`src/rtl/imm_pkg.sv`:
```
// Shared types for the immediate-decode stage: format classes, RV32I/RV64I opcodes
// and the entry layout carried through the stage.
package imm_pkg;

    typedef enum logic [2:0] {
        IMM_NONE,
        IMM_I,
        IMM_S,
        IMM_B,
        IMM_U,
        IMM_J,
        IMM_SHAMT,
        IMM_Z
    } imm_fmt_e;

    localparam logic [6:0] OPC_LOAD      = 7'b0000011;
    localparam logic [6:0] OPC_FENCE     = 7'b0001111;
    localparam logic [6:0] OPC_OP_IMM    = 7'b0010011;
    localparam logic [6:0] OPC_AUIPC     = 7'b0010111;
    localparam logic [6:0] OPC_OP_IMM_32 = 7'b0011011;
    localparam logic [6:0] OPC_STORE     = 7'b0100011;
    localparam logic [6:0] OPC_OP        = 7'b0110011;
    localparam logic [6:0] OPC_LUI       = 7'b0110111;
    localparam logic [6:0] OPC_BRANCH    = 7'b1100011;
    localparam logic [6:0] OPC_JALR      = 7'b1100111;
    localparam logic [6:0] OPC_JAL       = 7'b1101111;
    localparam logic [6:0] OPC_SYSTEM    = 7'b1110011;

    localparam int IMM_MAX_XLEN  = 64;
    localparam int IMM_MAX_TAG_W = 64;

    // Widest-configuration entry; the stage keeps a width-exact copy of this layout.
    typedef struct packed {
        logic [IMM_MAX_XLEN-1:0]  imm;
        imm_fmt_e                 fmt;
        logic                     illegal;
        logic [IMM_MAX_TAG_W-1:0] tag;
    } imm_entry_t;

    function automatic logic is_shift_f3(input logic [2:0] funct3);
        return (funct3 == 3'b001) || (funct3 == 3'b101);
    endfunction

endpackage

```
`src/rtl/imm_decode_comb.sv`:
```
// Pure combinational immediate decode: extracts and extends the immediate of a
// 32-bit instruction to XLEN bits and classifies its format.
module imm_decode_comb
    import imm_pkg::*;
#(
    parameter int XLEN = 32
) (
    input  logic [31:0]     instr_i,
    output logic [XLEN-1:0] imm_o,
    output imm_fmt_e        fmt_o,
    output logic            illegal_o
);

    logic [6:0]      opcode;
    logic [2:0]      funct3;
    logic [XLEN-1:0] imm_i_type;
    logic [XLEN-1:0] imm_s_type;
    logic [XLEN-1:0] imm_b_type;
    logic [XLEN-1:0] imm_u_type;
    logic [XLEN-1:0] imm_j_type;
    logic [XLEN-1:0] imm_shamt5;
    logic [XLEN-1:0] imm_shamt_native;
    logic [XLEN-1:0] imm_z_type;

    assign opcode = instr_i[6:0];
    assign funct3 = instr_i[14:12];

    assign imm_i_type = XLEN'($signed(instr_i[31:20]));
    assign imm_s_type = XLEN'($signed({instr_i[31:25], instr_i[11:7]}));
    assign imm_b_type = XLEN'($signed({instr_i[31], instr_i[7], instr_i[30:25],
                                       instr_i[11:8], 1'b0}));
    assign imm_u_type = XLEN'($signed({instr_i[31:12], 12'b0}));
    assign imm_j_type = XLEN'($signed({instr_i[31], instr_i[19:12], instr_i[20],
                                       instr_i[30:21], 1'b0}));
    assign imm_shamt5 = XLEN'(instr_i[24:20]);
    // RV64 OP-IMM shifts take a 6-bit shamt; the word-sized forms stay at 5 bits.
    assign imm_shamt_native = (XLEN == 64) ? XLEN'(instr_i[25:20]) : imm_shamt5;
    assign imm_z_type = XLEN'(instr_i[19:15]);

    always_comb begin
        imm_o     = '0;
        fmt_o     = IMM_NONE;
        illegal_o = 1'b0;
        if (instr_i[1:0] != 2'b11) begin
            illegal_o = 1'b1;
        end else begin
            case (opcode)
                OPC_OP_IMM: begin
                    if (is_shift_f3(funct3)) begin
                        imm_o = imm_shamt_native;
                        fmt_o = IMM_SHAMT;
                    end else begin
                        imm_o = imm_i_type;
                        fmt_o = IMM_I;
                    end
                end
                OPC_OP_IMM_32: begin
                    if (XLEN != 64) begin
                        illegal_o = 1'b1;
                    end else if (is_shift_f3(funct3)) begin
                        imm_o = imm_shamt5;
                        fmt_o = IMM_SHAMT;
                    end else begin
                        imm_o = imm_i_type;
                        fmt_o = IMM_I;
                    end
                end
                OPC_LOAD, OPC_JALR, OPC_FENCE: begin
                    imm_o = imm_i_type;
                    fmt_o = IMM_I;
                end
                OPC_STORE: begin
                    imm_o = imm_s_type;
                    fmt_o = IMM_S;
                end
                OPC_BRANCH: begin
                    imm_o = imm_b_type;
                    fmt_o = IMM_B;
                end
                OPC_LUI, OPC_AUIPC: begin
                    imm_o = imm_u_type;
                    fmt_o = IMM_U;
                end
                OPC_JAL: begin
                    imm_o = imm_j_type;
                    fmt_o = IMM_J;
                end
                OPC_SYSTEM: begin
                    if (funct3[2]) begin
                        imm_o = imm_z_type;
                        fmt_o = IMM_Z;
                    end
                end
                OPC_OP: begin
                    fmt_o = IMM_NONE;
                end
                default: begin
                    illegal_o = 1'b1;
                end
            endcase
        end
    end

endmodule

```
`src/rtl/imm_decode_stage.sv`:
```
// Registered immediate-decode stage with a main/skid entry pair so inReady comes
// straight from a flop and backpressure never creates a combinational ready path.
module imm_decode_stage
    import imm_pkg::*;
#(
    parameter int XLEN  = 32,
    parameter int TAG_W = 32
) (
    input  logic             clk,
    input  logic             reset,
    input  logic             flush,
    input  logic             inValid,
    output logic             inReady,
    input  logic [31:0]      instruction,
    input  logic [TAG_W-1:0] tagIn,
    output logic             outValid,
    input  logic             outReady,
    output logic [XLEN-1:0]  immediateValue,
    output imm_fmt_e         immFormat,
    output logic             immIllegal,
    output logic [TAG_W-1:0] tagOut
);

    typedef struct packed {
        logic [XLEN-1:0]  imm;
        imm_fmt_e         fmt;
        logic             illegal;
        logic [TAG_W-1:0] tag;
    } entry_t;

    logic [XLEN-1:0] dec_imm;
    imm_fmt_e        dec_fmt;
    logic            dec_illegal;
    entry_t          dec_entry;

    entry_t main_q, main_d;
    entry_t skid_q, skid_d;
    logic   main_valid_q, main_valid_d;
    logic   skid_valid_q, skid_valid_d;
    logic   in_xfer;
    logic   out_xfer;

    imm_decode_comb #(
        .XLEN (XLEN)
    ) u_decode (
        .instr_i   (instruction),
        .imm_o     (dec_imm),
        .fmt_o     (dec_fmt),
        .illegal_o (dec_illegal)
    );

    assign dec_entry = '{imm: dec_imm, fmt: dec_fmt, illegal: dec_illegal, tag: tagIn};

    assign inReady  = !skid_valid_q;
    assign in_xfer  = inValid && inReady;
    assign out_xfer = main_valid_q && outReady;

    // Skid only fills while main is stalled, so a valid skid always drains into main first.
    always_comb begin
        main_d       = main_q;
        skid_d       = skid_q;
        main_valid_d = main_valid_q;
        skid_valid_d = skid_valid_q;
        if (flush) begin
            main_valid_d = 1'b0;
            skid_valid_d = 1'b0;
        end else if (!main_valid_q || out_xfer) begin
            if (skid_valid_q) begin
                main_d       = skid_q;
                main_valid_d = 1'b1;
                skid_valid_d = 1'b0;
            end else if (in_xfer) begin
                main_d       = dec_entry;
                main_valid_d = 1'b1;
            end else begin
                main_valid_d = 1'b0;
            end
        end else if (in_xfer) begin
            skid_d       = dec_entry;
            skid_valid_d = 1'b1;
        end
    end

    always_ff @(posedge clk or posedge reset) begin
        if (reset) begin
            main_q       <= '0;
            skid_q       <= '0;
            main_valid_q <= 1'b0;
            skid_valid_q <= 1'b0;
        end else begin
            main_q       <= main_d;
            skid_q       <= skid_d;
            main_valid_q <= main_valid_d;
            skid_valid_q <= skid_valid_d;
        end
    end

    assign outValid       = main_valid_q;
    assign immediateValue = main_q.imm;
    assign immFormat      = main_q.fmt;
    assign immIllegal     = main_q.illegal;
    assign tagOut         = main_q.tag;

endmodule

```
`config.mk`:
```
export PLATFORM = sky130hd
export DESIGN_NAME = imm_decode_stage
export DESIGN_NICKNAME = d
export VERILOG_FILES = /design/src/rtl/imm_pkg.sv /design/src/rtl/imm_decode_comb.sv /design/src/rtl/imm_decode_stage.sv
export SDC_FILE = /design/constraint.sdc
export NUM_CORES = 1
export LEC_CHECK = 0
export CORE_MARGIN = 1.5
export CORE_UTILIZATION = 35
export DETAILED_ROUTE_END_ITERATION = 10
export GPL_TIMING_DRIVEN = 0
export PLACE_DENSITY_LB_ADDON = 0.2
export SLEW_MARGIN = 20
export SYNTH_ARGS = -nofsm -noshare
export SYNTH_HDL_FRONTEND = slang
export SYNTH_HIERARCHICAL = 1
export SYNTH_SLANG_ARGS = --single-unit
```
`constraint.sdc`:
```
create_clock -name clk -period 10.1 [get_ports clk]
set_input_delay 2.02 -clock clk [delete_from_list [all_inputs] [get_ports clk]]
set_output_delay 2.02 -clock clk [all_outputs]
set_load 0.01 [all_outputs]
```
==> summary.txt <==
Clock tree
  • CTS tree: yes
  • Num Clock Sinks: 138
  • Clock edge transition at the registers on the reported setup and hold paths: 0.06 ns
  • Worst skew pair latency: 0.41 ns
  • Post-CTS Hold Buffers: 0
  • H-tree levels: 4
  • CTS root buf: clkbuf_16
  • Post-CTS Resized: 0
  • Setup repair bufs after CTS: 0
  • Cts bufs inserted: 17
  • Worst-case clock buffer depth: 2

Timing
  • Final setup viols: 0
  • Hold WS: 0.4957 ns
  • Fmax: 252.5 MHz
  • Slew margin rel.: 60.83%
  • Min Tclk post-route: 3.961 ns
  • RSZ-0062 raised after global routing: false
  • Slew Viols, Final: 0
  • Worst Max-Slew Pin Slew: 0.5875 ns
  • Final Hold Fails: 0
  • TNS Setup: 0 ns
  • Period utilization: 39.22%
  • Final Skew: 0.006510 ns

Synthesis
  • Syn Area/Cell: 14.09 sq um
  • Number of synthesized register bits: 138
  • Cells after Synth: 469
  • Top post-synthesis cells by area: dfrtp_1 (52%), mux2_2 (34%), a21o_1 (2.5%)
  • Yosys cell types: 41
  • Cell taking the most area after synthesis: dfrtp_1
  • Synth top area share: 52.24%
  • Synth Net Count: 538
  • EDFF count, synth: 0
  • Most numerous cell in the Yosys netlist: mux2_2
  • Ys flop type: dfrtp_1
  • Syn. warnings: 6
  • Post-synthesis sequential area ratio: 52.24%
  • Mapped cell area: 0.006610 sq mm
  • Post-synth top cells: mux2_2 (197), dfrtp_1 (138), a21o_1 (22), buf_2 (13), nand2_1 (10)
  • Ys async rst share: 100.0%

Pwr
  • VDD IR-drop max: 117.0 uV
  • P_leak: 0.004148 uW
  • Cell area power density: 173.6 mW/mm^2

Global routing
  • Vias in the first global route: 4,620
  • Initial antenna violation count: 0
  • Total global-route track usage: 16.61%
  • Met3 usage: 5.949%
  • Total grt overflow: 0
  • Met1 GRT Util: 20.98%
  • First-pass GRT wire length: 25,140 um
  • Largest net degree at the start of global routing: 104
  • Busiest grt layer: met2
  • Met2 Use GR: 26.71%

Routing
  • DRC: 0
  • Final WL: 15,430 um
  • Final antenna-violating net count: 0
  • DR WL/cell: 17.71 um
  • DR vias: 4,268
  • Vias per std cell: 4.900
  • DR iter-0 viols: 139
  • Router iterations before antenna repair: 4

Critical path
  • Worst setup path category: in -> reg
  • Worst setup SP type: primary input
  • CP max stage delay: 0.54 ns
  • Worst EP required: 10.39 ns
  • Worst path cell trace: clkdlybuf4s50_1 -> and3b_1 -> nand2_1 -> o21ai_0 -> and3_1 -> buf_2 -> o31a_2 -> mux2_2 -> mux2_2
  • Worst Path Buf+Inv: 2
  • FF-to-FF End: tagOut[14]
  • RR Startpoint: skid_valid_q
  • R2R cell count: 4
  • CP top delay family: buffers and inverters
  • Slowest CP cell: clkdlybuf4s50_1
  • Reg2Reg Setup Slack: 8.34 ns
  • Worst-path maximum fanout: 9
  • Crit end category: flip-flop
  • CP most frequent cell: mux2_2
  • Arrival time worst endpoint: 4.25 ns
  • Crit path from: instruction[6]

Run
  • Maxcap violations: 0

Floorplanning
  • Die area: 0.01972 sq mm
  • Die width: 140.4 um
  • Initial Util: 35.46%
  • Die height: 140.4 um
  • FP Rows: 50
  • Core Area: 0.01864 sq mm
  • # IOs: 139

Placed design
  • DP HPWL: 11,080 um
  • PortBufs: 136
  • Final Wtd Congestion: 0.8415

Hold path
  • Hold_sp: skid_q[60]
  • Hold Crit Depth: 1
  • Hold endpoint: skid_q[60]
  • Hold Path Class: reg -> reg

Layout
  • Area Overhead vs Synth: 34.87%
  • FILL cells: 1,654
  • N_diodes: 0
  • Net count reported at finish: 694
  • Fraction of layout cells with a size suffix above 1: 42.23%

Status
  • Outcome: completed
==> state kept, by name (all words and copies together) (netlist names) <==
signal,count
immFormat,3
skid_valid_q,1
tagOut,32
outValid,1
immediateValue,32
skid_q,68
immIllegal,1
==> metal layers <==
layer  vias to the layer above  share of wire (%)  routed length (um)
li1                       2012                  -                   -
met1                      2135                 44                6820
met2                       107                 48                7437
met3                        14                6.2                 959
met4                         0                1.4                 210
met5                         -                  0                   0
==> report_power, final <==
group	total (uW)	switching, uW	internal (uW)
clock	651	235	416
combinational	240	90.2	150
sequential	657	34.0	623
total	1550	359	1190
==> worst max-delay path by stage <==
stage	endpoint	depth (start not counted)
after CTS	immediateValue[31]	9
after global placement	immediateValue[13]	2
after detailed placement	immediateValue[27]	9
after global routing	immediateValue[31]	9
after floorplan	immFormat[0]	1
final	immediateValue[31]	9
==> stage by stage <==
step / util (%) / instances / setup WS [ns] / area [sq um] / total power [uW]
after floorplan: - / 469 / 4.384 / 6610 / 783.0
after global placement: 44.33 / 839 / 2.329 / 8264 / 898.6
after detailed placement: 44.52 / 840 / 5.755 / 8299 / 908.1
after CTS: 47.82 / 871 / 6.183 / 8915 / 1571
after global routing: 47.82 / 871 / 6.068 / 8915 / 1619
final: 47.82 / 871 / 6.139 / 8915 / 1548
==> worst register-to-register path: cells and delay by family (launching register included) <==
family	cells	cell delay, ns
buffers and inverters	2	0.65
flip-flops	1	0.32
multiplexers	2	0.67
==> logic make-up (layout without fill, tap and decap cells) <==
logic type / after synthesis / after routing / synth area share [%]
compound gates: 45 / 45 / 5.035
xor+xnor: 1 / 1 / 0.2461
buf+inv: 31 / 199 / 3.199
flops: 138 / 138 / 52.24
mux: 204 / 204 / 34.75
simple gates: 50 / 50 / 4.524
==> final cells by class <==
type,instances,area [sq um],share of cell area (%)
buffer,28,200.2,2.246
clock buffer,18,439.2,4.926
clock inverter,13,176.4,1.979
inverter,3,18.77,0.2105
multi-input combinational,300,2945,33.04
sequential,138,3453,38.74
tap,234,292.8,3.284
timing repair buffer,137,1389,15.58
==> cells in the final DEF (no fill, tap or decap), drive strengths merged, types with 4 or more instances in the layout <==
master and instances:
clkbuf 21, a21oi 5, clkdlybuf4s50 136, mux2 204, nand2b 7, dfrtp 138, buf 26, nand2 10
and2 7, nor2 9, a21o 24, a22o 4, bufinv 4, clkinv 6, nand3 4, o21ai 5
No activity file was read; power rests on OpenSTA's default activity.
